<file path="config.mk">
export PLATFORM = sky130hd
export DESIGN_NAME = forwarding_hazard_ctrl_flat
export DESIGN_NICKNAME = d
export VERILOG_FILES = /design/src/rtl/forwarding_hazard_ctrl_if.sv /design/src/rtl/forwarding_hazard_ctrl.sv /design/src/flat_wrapper.sv
export SDC_FILE = /design/constraint.sdc
export NUM_CORES = 1
export LEC_CHECK = 0
export CAP_MARGIN = 0
export CORE_MARGIN = 8
export CORE_UTILIZATION = 46
export DETAILED_ROUTE_END_ITERATION = 12
export PLACE_DENSITY = 0.79
export SETUP_SLACK_MARGIN = 0.3
export SLEW_MARGIN = 25
export SYNTH_ARGS = -nofsm -noshare
export SYNTH_HDL_FRONTEND = slang
export SYNTH_SLANG_ARGS = --single-unit
</file>
<file path="constraint.sdc">
create_clock -name clk -period 4.55 [get_ports clk]
set_input_delay 1.365 -clock clk [delete_from_list [all_inputs] [get_ports clk]]
set_output_delay 1.365 -clock clk [all_outputs]
set_load 0.03 [all_outputs]
</file>
<file path="src/rtl/forwarding_hazard_ctrl_if.sv">
// forwarding_hazard_ctrl_if: ID/EX/MEM hazard inputs plus forwarding selects and status back to the pipeline.
interface forwarding_hazard_ctrl_if #(
    parameter int REG_ADDR_W = 4,
    parameter int CNT_W      = 16
);
    logic                  forwarding_en;
    logic                  flush;
    logic                  id_valid;
    logic [REG_ADDR_W-1:0] id_src1;
    logic [REG_ADDR_W-1:0] id_src2;
    logic                  id_two_src;
    logic [REG_ADDR_W-1:0] ex_dest;
    logic                  ex_wb_en;
    logic                  ex_mem_r_en;
    logic [REG_ADDR_W-1:0] mem_dest;
    logic                  mem_wb_en;
    logic                  hazard_stall;
    logic [1:0]            sel_src1;
    logic [1:0]            sel_src2;
    logic [CNT_W-1:0]      stall_cnt;
    logic [CNT_W-1:0]      fwd_cnt;
    logic                  hazard_err;

    modport master (
        output forwarding_en, flush, id_valid, id_src1, id_src2, id_two_src,
               ex_dest, ex_wb_en, ex_mem_r_en, mem_dest, mem_wb_en,
        input  hazard_stall, sel_src1, sel_src2, stall_cnt, fwd_cnt, hazard_err
    );
    modport slave (
        input  forwarding_en, flush, id_valid, id_src1, id_src2, id_two_src,
               ex_dest, ex_wb_en, ex_mem_r_en, mem_dest, mem_wb_en,
        output hazard_stall, sel_src1, sel_src2, stall_cnt, fwd_cnt, hazard_err
    );
endinterface

</file>
<file path="src/rtl/forwarding_hazard_ctrl.sv">
// forwarding_hazard_ctrl: load-use / stall-only hazard detection, registered EX forwarding selects,
// saturating stall/forward counters and a sticky stall-overrun flag.
module forwarding_hazard_ctrl #(
    parameter int REG_ADDR_W = 4,
    parameter int CNT_W      = 16,
    parameter int MAX_STALL  = 2
) (
    input logic                     clk,
    input logic                     rst,
    forwarding_hazard_ctrl_if.slave bus
);
    localparam logic [1:0] SEL_ID  = 2'b00;
    localparam logic [1:0] SEL_MEM = 2'b01;
    localparam logic [1:0] SEL_WB  = 2'b10;
    localparam int         SCNT_W  = $clog2(MAX_STALL + 1);

    typedef enum logic {RUN, STALL} state_t;

    state_t                state_q, state_d;
    logic [SCNT_W-1:0]     scnt_q, scnt_d;
    logic [1:0]            sel1_q, sel1_d, sel2_q, sel2_d;
    logic [CNT_W-1:0]      stall_cnt_q, stall_cnt_d, fwd_cnt_q, fwd_cnt_d;
    logic                  err_q, err_d, err_set;
    logic [REG_ADDR_W-1:0] src1, src2;
    logic                  use1, use2, m_ex1, m_ex2, m_mem1, m_mem2, stall, bubble;
    logic [1:0]            fwd_inc;
    logic [CNT_W:0]        fwd_sum, stall_sum;

    always_comb begin
        src1   = bus.id_src1;
        src2   = bus.id_src2;
        use1   = bus.id_valid;
        use2   = bus.id_valid & bus.id_two_src;
        m_ex1  = use1 & bus.ex_wb_en & (src1 == bus.ex_dest);
        m_ex2  = use2 & bus.ex_wb_en & (src2 == bus.ex_dest);
        m_mem1 = use1 & bus.mem_wb_en & (src1 == bus.mem_dest);
        m_mem2 = use2 & bus.mem_wb_en & (src2 == bus.mem_dest);
        stall  = ~bus.flush & (bus.forwarding_en ? bus.ex_mem_r_en & (m_ex1 | m_ex2)
                                                 : (m_ex1 | m_ex2 | m_mem1 | m_mem2));
        bubble = bus.flush | stall | ~bus.forwarding_en;
        // youngest producer wins: an EX hit is in MEM by the time this instruction reaches EX
        sel1_d = bubble ? SEL_ID : m_ex1 ? SEL_MEM : m_mem1 ? SEL_WB : SEL_ID;
        sel2_d = bubble ? SEL_ID : m_ex2 ? SEL_MEM : m_mem2 ? SEL_WB : SEL_ID;
    end

    always_comb begin
        fwd_inc     = {1'b0, sel1_d != SEL_ID} + {1'b0, sel2_d != SEL_ID};
        fwd_sum     = {1'b0, fwd_cnt_q} + (CNT_W+1)'(fwd_inc);
        stall_sum   = {1'b0, stall_cnt_q} + (CNT_W+1)'(stall);
        fwd_cnt_d   = fwd_sum[CNT_W] ? '1 : fwd_sum[CNT_W-1:0];
        stall_cnt_d = stall_sum[CNT_W] ? '1 : stall_sum[CNT_W-1:0];
    end

    always_ff @(posedge clk) begin
        if (rst) begin
            state_q     <= RUN;
            scnt_q      <= '0;
            sel1_q      <= SEL_ID;
            sel2_q      <= SEL_ID;
            stall_cnt_q <= '0;
            fwd_cnt_q   <= '0;
            err_q       <= 1'b0;
        end else begin
            state_q     <= state_d;
            scnt_q      <= scnt_d;
            sel1_q      <= sel1_d;
            sel2_q      <= sel2_d;
            stall_cnt_q <= stall_cnt_d;
            fwd_cnt_q   <= fwd_cnt_d;
            err_q       <= err_d;
        end
    end

    always_comb begin
        state_d = bus.flush ? RUN : stall ? STALL : RUN;
        scnt_d  = (bus.flush | ~stall) ? '0
                : (state_q == RUN) ? SCNT_W'(1)
                : (scnt_q == SCNT_W'(MAX_STALL)) ? scnt_q : scnt_q + SCNT_W'(1);
    end

    always_comb begin
        err_set = (state_q == STALL) & stall & (scnt_q >= SCNT_W'(MAX_STALL));
        err_d   = err_q | err_set;
    end

    assign bus.hazard_stall = stall;
    assign bus.sel_src1     = sel1_q;
    assign bus.sel_src2     = sel2_q;
    assign bus.stall_cnt    = stall_cnt_q;
    assign bus.fwd_cnt      = fwd_cnt_q;
    assign bus.hazard_err   = err_q;
endmodule

</file>
<file path="src/flat_wrapper.sv">
// flat-port wrapper written by rule: the top's interface ports become plain ports
module forwarding_hazard_ctrl_flat 
#(
    parameter int REG_ADDR_W = 4,
    parameter int CNT_W      = 16,
    parameter int MAX_STALL  = 2
)
  (clk, rst, bus_forwarding_en, bus_flush, bus_id_valid, bus_id_src1, bus_id_src2, bus_id_two_src, bus_ex_dest, bus_ex_wb_en, bus_ex_mem_r_en, bus_mem_dest, bus_mem_wb_en, bus_hazard_stall, bus_sel_src1, bus_sel_src2, bus_stall_cnt, bus_fwd_cnt, bus_hazard_err);
  forwarding_hazard_ctrl_if #(.REG_ADDR_W(REG_ADDR_W), .CNT_W(CNT_W)) bus_i ();
  input logic clk;
  input logic rst;
  input wire logic [$bits(bus_i.forwarding_en)-1:0] bus_forwarding_en;
  input wire logic [$bits(bus_i.flush)-1:0] bus_flush;
  input wire logic [$bits(bus_i.id_valid)-1:0] bus_id_valid;
  input wire logic [$bits(bus_i.id_src1)-1:0] bus_id_src1;
  input wire logic [$bits(bus_i.id_src2)-1:0] bus_id_src2;
  input wire logic [$bits(bus_i.id_two_src)-1:0] bus_id_two_src;
  input wire logic [$bits(bus_i.ex_dest)-1:0] bus_ex_dest;
  input wire logic [$bits(bus_i.ex_wb_en)-1:0] bus_ex_wb_en;
  input wire logic [$bits(bus_i.ex_mem_r_en)-1:0] bus_ex_mem_r_en;
  input wire logic [$bits(bus_i.mem_dest)-1:0] bus_mem_dest;
  input wire logic [$bits(bus_i.mem_wb_en)-1:0] bus_mem_wb_en;
  output wire logic [$bits(bus_i.hazard_stall)-1:0] bus_hazard_stall;
  output wire logic [$bits(bus_i.sel_src1)-1:0] bus_sel_src1;
  output wire logic [$bits(bus_i.sel_src2)-1:0] bus_sel_src2;
  output wire logic [$bits(bus_i.stall_cnt)-1:0] bus_stall_cnt;
  output wire logic [$bits(bus_i.fwd_cnt)-1:0] bus_fwd_cnt;
  output wire logic [$bits(bus_i.hazard_err)-1:0] bus_hazard_err;
  assign bus_i.forwarding_en = bus_forwarding_en;
  assign bus_i.flush = bus_flush;
  assign bus_i.id_valid = bus_id_valid;
  assign bus_i.id_src1 = bus_id_src1;
  assign bus_i.id_src2 = bus_id_src2;
  assign bus_i.id_two_src = bus_id_two_src;
  assign bus_i.ex_dest = bus_ex_dest;
  assign bus_i.ex_wb_en = bus_ex_wb_en;
  assign bus_i.ex_mem_r_en = bus_ex_mem_r_en;
  assign bus_i.mem_dest = bus_mem_dest;
  assign bus_i.mem_wb_en = bus_mem_wb_en;
  assign bus_hazard_stall = bus_i.hazard_stall;
  assign bus_sel_src1 = bus_i.sel_src1;
  assign bus_sel_src2 = bus_i.sel_src2;
  assign bus_stall_cnt = bus_i.stall_cnt;
  assign bus_fwd_cnt = bus_i.fwd_cnt;
  assign bus_hazard_err = bus_i.hazard_err;
  forwarding_hazard_ctrl #(.REG_ADDR_W(REG_ADDR_W), .CNT_W(CNT_W), .MAX_STALL(MAX_STALL)) u_core (.clk(clk), .rst(rst), .bus(bus_i));
endmodule
</file>
# ---- Yosys cells after proc, flatten, opt, wreduce, memory -nomap -nowiden
# Cells that the tools add are included.
# W data, S select, Z words.
dict set report word_totals {
  register_bits 40
  latchBits 0
  ram_bits 0
  romBits 0
  inputBits 25
  out_inout_bits 38
  wordCells 60
  n_memories 0
}
dict set report classes {
  n_addsub 4
  multipliers 0
  div_mod_pow 0
  magnitude_cmp 1
  eq_ne 6
  shift 0
  n_mux 12
  bitwise 24
  n_reduce_logical 5
}
# op n
set op_table {}
lappend op_table {{$mux W16} 2}
lappend op_table {{$add A16 B1 Y17} 1}
lappend op_table {{$add A16 B2 Y17} 1}
lappend op_table {{$eq A4 B4 Y1} 4}
lappend op_table {{$and A1 B1 Y1} 13}
lappend op_table {{$mux W2} 6}
lappend op_table {{$or A1 B1 Y1} 7}
lappend op_table {{$mux W1} 4}
lappend op_table {{$not A1 Y1} 4}
lappend op_table {{$reduce_bool A2 Y1} 2}
lappend op_table {{$reduce_or A2 Y1} 2}
lappend op_table {{$reduce_or A3 Y1} 1}
lappend op_table {{$add A1 B1 Y2} 1}
lappend op_table {{$add A2 B1 Y2 const B} 1}
lappend op_table {{$eq A2 B2 Y1 const B} 1}
lappend op_table {{$ge A2 B2 Y1 const B} 1}
lappend op_table {{$ne A2 B2 Y1 const B} 1}

# ---- Logic depth before layout (Yosys ltp)
dict set report depth {
  word_depth 15
  mapped_depth 13
  depth_no_buf 13
}

# ---- Worst setup path before layout
# No wires, ideal clock.
dict set report synth_path {
  path_kind {in2reg}
  from {input bus_id_src2[1]}
  to {register u_core.stall_cnt_q[3], in the netlist u_core.bus.stall_cnt[3]}
  setup_time_ns 0.070
  arrival_ns 4.208
  t_required_ns 4.480
  setup_slack_ns 0.271
  path_stages 13
  path_buffers 1
  cell_sequence {xor2_1 -> nor4_2 -> nand4_1 -> and4bb_4 -> nor2_1 -> ha_1 -> ha_1 -> nand3_1 -> nor4_1 -> and2_2 -> nand3_2 -> buf_6 -> a21oi_1}
}
dict set report synth_via {
  elab_chain_cells 9
  word_cells_on_any_way 12
  classes_between {1 x add/sub; 2 x eq/ne; 2 x mux; 7 x bitwise}
}
# item line_no
set synth_rtl {}
lappend synth_rtl {{from (decl)} flat_wrapper.sv:16} ;# input wire logic [$bits(bus_i.id_src2)-1:0] bus_id_src2;
lappend synth_rtl {{$eq A4 B4 Y1} forwarding_hazard_ctrl.sv:35} ;# m_ex2 = use2 & bus.ex_wb_en & (src2 == bus.ex_dest);
lappend synth_rtl {{$and A1 B1 Y1} forwarding_hazard_ctrl.sv:35}
lappend synth_rtl {{$or A1 B1 Y1} {forwarding_hazard_ctrl.sv:38, forwarding_hazard_ctrl.sv:39}}
lappend synth_rtl {{$or A1 B1 Y1 (2 in a row)} forwarding_hazard_ctrl.sv:39} ;# : (m_ex1 | m_ex2 | m_mem1 | m_mem2));
lappend synth_rtl {{$mux W1 *} forwarding_hazard_ctrl.sv:38} ;# stall = ~bus.flush & (bus.forwarding_en ? bus.ex_mem_r_en & (m_ex1 | m_ex2)
lappend synth_rtl {{$and A1 B1 Y1 *} forwarding_hazard_ctrl.sv:38}
lappend synth_rtl {{net bus_hazard_stall} flat_wrapper.sv:23} ;# output wire logic [$bits(bus_i.hazard_stall)-1:0] bus_hazard_stall;
lappend synth_rtl {{$add A16 B1 Y17 *} forwarding_hazard_ctrl.sv:49} ;# stall_sum = {1'b0, stall_cnt_q} + (CNT_W+1)'(stall);
lappend synth_rtl {{$mux W16 *} forwarding_hazard_ctrl.sv:51} ;# stall_cnt_d = stall_sum[CNT_W] ? '1 : stall_sum[CNT_W-1:0];
lappend synth_rtl {{to (signal assigned)} forwarding_hazard_ctrl.sv:68} ;# stall_cnt_q <= stall_cnt_d;
lappend synth_rtl {{to (decl)} forwarding_hazard_ctrl.sv:22} ;# logic [CNT_W-1:0] stall_cnt_q, stall_cnt_d, fwd_cnt_q, fwd_cnt_d;
# The timed path passes the listed nets; every way through them passes the cells marked *.
# A chain may end at the register's enable or synchronous reset.

# ---- Worst setup path after layout
dict set report layout_path {
  from {input bus_id_src1[0]}
  to {output bus_hazard_stall}
}
dict set report layout_via {
  elab_chain_cells 7
  word_cells_on_any_way 10
  classes_between {2 x eq/ne; 1 x mux; 7 x bitwise}
}
# item line_no
set layout_rtl {}
lappend layout_rtl {{from (decl)} flat_wrapper.sv:15} ;# input wire logic [$bits(bus_i.id_src1)-1:0] bus_id_src1;
lappend layout_rtl {{$eq A4 B4 Y1} forwarding_hazard_ctrl.sv:34} ;# m_ex1 = use1 & bus.ex_wb_en & (src1 == bus.ex_dest);
lappend layout_rtl {{$and A1 B1 Y1} forwarding_hazard_ctrl.sv:34}
lappend layout_rtl {{$or A1 B1 Y1} {forwarding_hazard_ctrl.sv:38, forwarding_hazard_ctrl.sv:39}}
lappend layout_rtl {{$or A1 B1 Y1 (2 in a row)} forwarding_hazard_ctrl.sv:39}
lappend layout_rtl {{$mux W1 *} forwarding_hazard_ctrl.sv:38}
lappend layout_rtl {{$and A1 B1 Y1 *} forwarding_hazard_ctrl.sv:38}
lappend layout_rtl {{to (decl)} flat_wrapper.sv:23}
# Every way passes the cells marked *; elsewhere a longest branch is shown, timed or not.

==> summary.txt <==
Outcome
  • Status: complete, no violations

STA
  • Period utilization: between 90% and 100%
  • Final Max Slew Viols: 0
  • RSZ-0062 raised after global routing: no
  • Max-slew headroom at the worst pin: 54.40%
  • Final worst clock skew: 0.008090 ns
  • Final Hold Fails: 0
  • Final-report setup violation count: 0
  • Slew at the pin with the worst max-slew slack: ~0.68 ns
  • Maximum clock frequency: 0.2388 GHz
  • Post-layout minimum cycle time: about 4.2 ns

Worst hold path
  • Number of cells on the worst hold path: 2
  • HP Class: register to register

Place
  • Buffers on Ports: 62
  • Weighted congestion reported at the end of routability-driven placement: between 0.8 and 0.9
  • Detail Placement HPWL: 3884 um
  • Placed inst area: approximately 2700 sq um

Clock network
  • CTS H-tree depth: 2
  • Largest buffer count on any clock path: 2
  • CTS tree: done
  • Total of hold buffers inserted after clock tree synthesis: 0
  • Clk slew on worst S/H paths: 0.07 ns
  • Master cell of the clock root buffer: sky130_fd_sc_hd__clkbuf_8
  • Total number of clock tree sinks: 40
  • Clk_lat worst skew: around 0.3 ns
  • Number of buffers added by the clock tree synthesis step: 5

Worst setup path
  • Buffers and inverters on the worst path: 2
  • Setup crit end kind: primary output
  • Startpoint kind of the worst setup timing path: input port
  • Highest cell delay on the worst timing path: 0.52 ns
  • Total number of cells along the worst setup path: 7
  • Worst reg2reg path depth: 7
  • CP top delay family: buffers and inverters
  • Ordered list of cells on the worst path: clkdlybuf4s50_1, xnor2_1, nand3_2, nor3_2, o21bai_2, nor2_4, buf_6
  • Worst Path Required: 3.18 ns
  • Arrival time of the worst setup path: 2.82 ns
  • Type of the setup path with the least slack: input port to primary output
  • Maximum fanout encountered on the critical timing path: 4
  • Slowest stage cell on the critical path: sky130_fd_sc_hd__clkdlybuf4s50_1

Global routing
  • Global-route wire length before repair: approximately 8400 um
  • Met2 Track Usage GR: 28.02%
  • Pin count of the biggest net entering global routing: 22
  • Number of antenna violations at the first check in global routing: 0
  • Global-route usage over all layers: 15.86%
  • Met3 global-route usage: roughly 4.5%
  • Global Route met1 Usage: ~18%
  • Global route overflow: 0
  • Busiest grt layer: met2
  • Via count of the first global-routing pass: 1869

Yosys
  • Area fraction in and, or, nand and nor cells after synthesis: 23.66%
  • Leading cell type by number of instances after synthesis: sky130_fd_sc_hd__dfxtp_1
  • Post-synthesis mux area share: about 1.5%
  • Share of async-settable or async-resettable flops after synthesis: 0%
  • Yosys top cell area share: 39.85%
  • Net Count, Synth: ~260
  • Leading area contributor after synthesis: sky130_fd_sc_hd__dfxtp_1
  • Total of warnings raised by yosys: 0
  • Cells after synthesis: 229
  • Number of register bits inferred by synthesis: 40
  • Main combinational cell family by area after synthesis: simple AND/OR/NAND/NOR gates
  • Area share of fa/ha/maj cells after synthesis: under 10%
  • Largest cells by area after synthesis: sky130_fd_sc_hd__dfxtp_1 (40%), sky130_fd_sc_hd__xnor2_1 (8.7%), sky130_fd_sc_hd__a21oi_1 (7.2%), sky130_fd_sc_hd__xor2_1 (7.0%), sky130_fd_sc_hd__nand3_1 (4.2%)
  • Post-Syn Area per Cell: about 9 sq um
  • Post-Synthesis Cell Area: ~2000 sq um
  • Ys flop type: sky130_fd_sc_hd__dfxtp_1
  • Post-synth EDFFs: 0
  • Compound-gate portion of the synthesized area: 12.08%
  • Most common library cells after synthesis: sky130_fd_sc_hd__dfxtp_1 (40), sky130_fd_sc_hd__a21oi_1 (29), sky130_fd_sc_hd__xnor2_1 (20)
  • Post-synth cell types: 41
  • Sequential cell area fraction in the yosys report: 39.85%
  • Synth Area in XOR/XNOR: 15.69%

Power
  • Max rail drop VDD: 191.4 uV
  • Comb pwr share: 9.1%
  • Net Switching: 0.1576 mW
  • Switch share: 21.40%
  • Pwr dens: about 250 nW/um^2
  • Standby leakage power: ~1.1 nW
  • Sequential Power Share: about 48%
  • Internal portion of total power: 0.5789 mW
  • Part of the power in the clock network: a little over two fifths

Route
  • Via count: around 1900
  • Vias per cell: 5.285
  • Number of detailed-route iterations in the first pass: 4
  • WL/cell: 14.75 um
  • First DRT Iteration DRCs: 112
  • Remaining antenna violation count after routing: 0
  • Total length of routed wires: about 5300 um
  • DRC violation count after routing: 0

Finish
  • Area taken by flip-flops and latches: 800.8 sq um
  • Number of inserted filler cells in the final layout: approximately 360
  • NumNets Final: roughly 340
  • Diodes inserted: 0
  • Fin area: ~3000 sq um
  • Area growth from synthesis to layout: 47.20%
  • Final Util: between 60% and 70%
  • Multi-input combinational cell area: 1197 sq um
  • Share of post-route cells with drive strength above 1: 15.36%

Floorplanning
  • Row count: 24
  • X dimension of the die: 82.10 um
  • Overall die area: 6740 sq um
  • Core ar.: 4294 sq um
  • Starting density of the core: between 40% and 50%
  • Height of the die: a little over 80 um
  • I/O pins: 63

Job
  • Max cap viols: 0
metal layers:
layer,vias to the layer above,share of wire [%]
li1,954,-
met1,895,42
met2,39,52
met3,4,5.3
met4,0,0.63
met5,-,0
kinds of logic after synthesis:
logic type / after synthesis
AND/OR/NAND/NOR: 86
AO/OA/AOI/OAI: 41
flip-flops: 40
XOR/XNOR: 36
buffers and inverters: 18
adder cells (fa/ha/maj): 5
multiplexers: 3
worst reg2reg max path, stage by stage, from the launching register on:
cell                      delay [ns]
sky130_fd_sc_hd__dfxtp_1        0.34
sky130_fd_sc_hd__ha_1           0.21
sky130_fd_sc_hd__ha_1           0.22
sky130_fd_sc_hd__nand3_1        0.10
sky130_fd_sc_hd__nor4_2         0.33
sky130_fd_sc_hd__and2_2         0.23
sky130_fd_sc_hd__nand3_2        0.26
sky130_fd_sc_hd__a21oi_1        0.23
power by group through the flow:
stage          registers (mW)  logic [mW]  clock network [mW]
2_1_floorplan           0.362      0.0281                   0
3_3_place_gp            0.361      0.0644                   0
3_5_place_dp            0.361      0.0652                   0
4_1_cts                 0.352      0.0653               0.324
5_1_grt                 0.353      0.0731               0.342
6_report                0.352      0.0674               0.317
worst paths after layout:
path	start	end	slack [ns]
max	bus_id_src1[0]	bus_hazard_stall	0.36
min	u_core.state_q$_SDFF_PP0_	u_core.scnt_q[1]$_SDFFE_PP0N_	0.48
max reg2reg	u_core.bus.stall_cnt[0]$_SDFF_PP0_	u_core.bus.stall_cnt[6]$_SDFF_PP0_	2.55
min reg2reg	u_core.state_q$_SDFF_PP0_	u_core.scnt_q[1]$_SDFFE_PP0N_	0.48
area by class of cell:
class / count / share of cell area (%)
multi-input combinational: 171 / 40.48
sequential: 40 / 27.07
timing repair buffer: 75 / 24.45
clock buffer: 7 / 3.257
tap: 52 / 2.200
inverter: 12 / 1.523
clock inverter: 1 / 1.015
cell usage in the layout, fill, tap and decap left out, drive strengths merged, types with 5 or more instances in the layout:
cell            n
clkdlybuf4s50  46
dfxtp          40
a21oi          29
xnor2          20
nand3          18
nor2           17
xor2           16
buf            14
inv            12
nand2          12
dlygate4sd2    10
nor3            8
clkbuf          7
dlymetal6s2s    5
nor4            5
registers in the layout, indices dropped and copies added (netlist names):
signal / cells
u_core.bus.stall_cnt: 16
u_core.bus.hazard_err: 1
u_core.state_q: 1
u_core.bus.sel_src1: 2
u_core.scnt_q: 2
u_core.bus.sel_src2: 2
u_core.bus.fwd_cnt: 16
stage by stage:
step           cells  worst slack, ns  setup TNS, ns  power, mW  hold WS, ns
3_3_place_gp     348          0.08992              0     0.4250       0.4584
2_1_floorplan    229           0.4496              0     0.3905       0.4392
3_5_place_dp     348        -0.007548      -0.008777     0.4258       0.4615
4_1_cts          358           0.3088              0     0.7411       0.4774
5_1_grt          358           0.2857              0     0.7672       0.4936
6_report         358           0.3630              0     0.7366       0.4806
what timing repair did:
action,in CTS,in global routing
pin swaps,4,6
setup buffers,2,0
gates resized for setup,14,16
endpoints found under the setup margin,4,29
No activity file was read; power rests on OpenSTA's default activity.
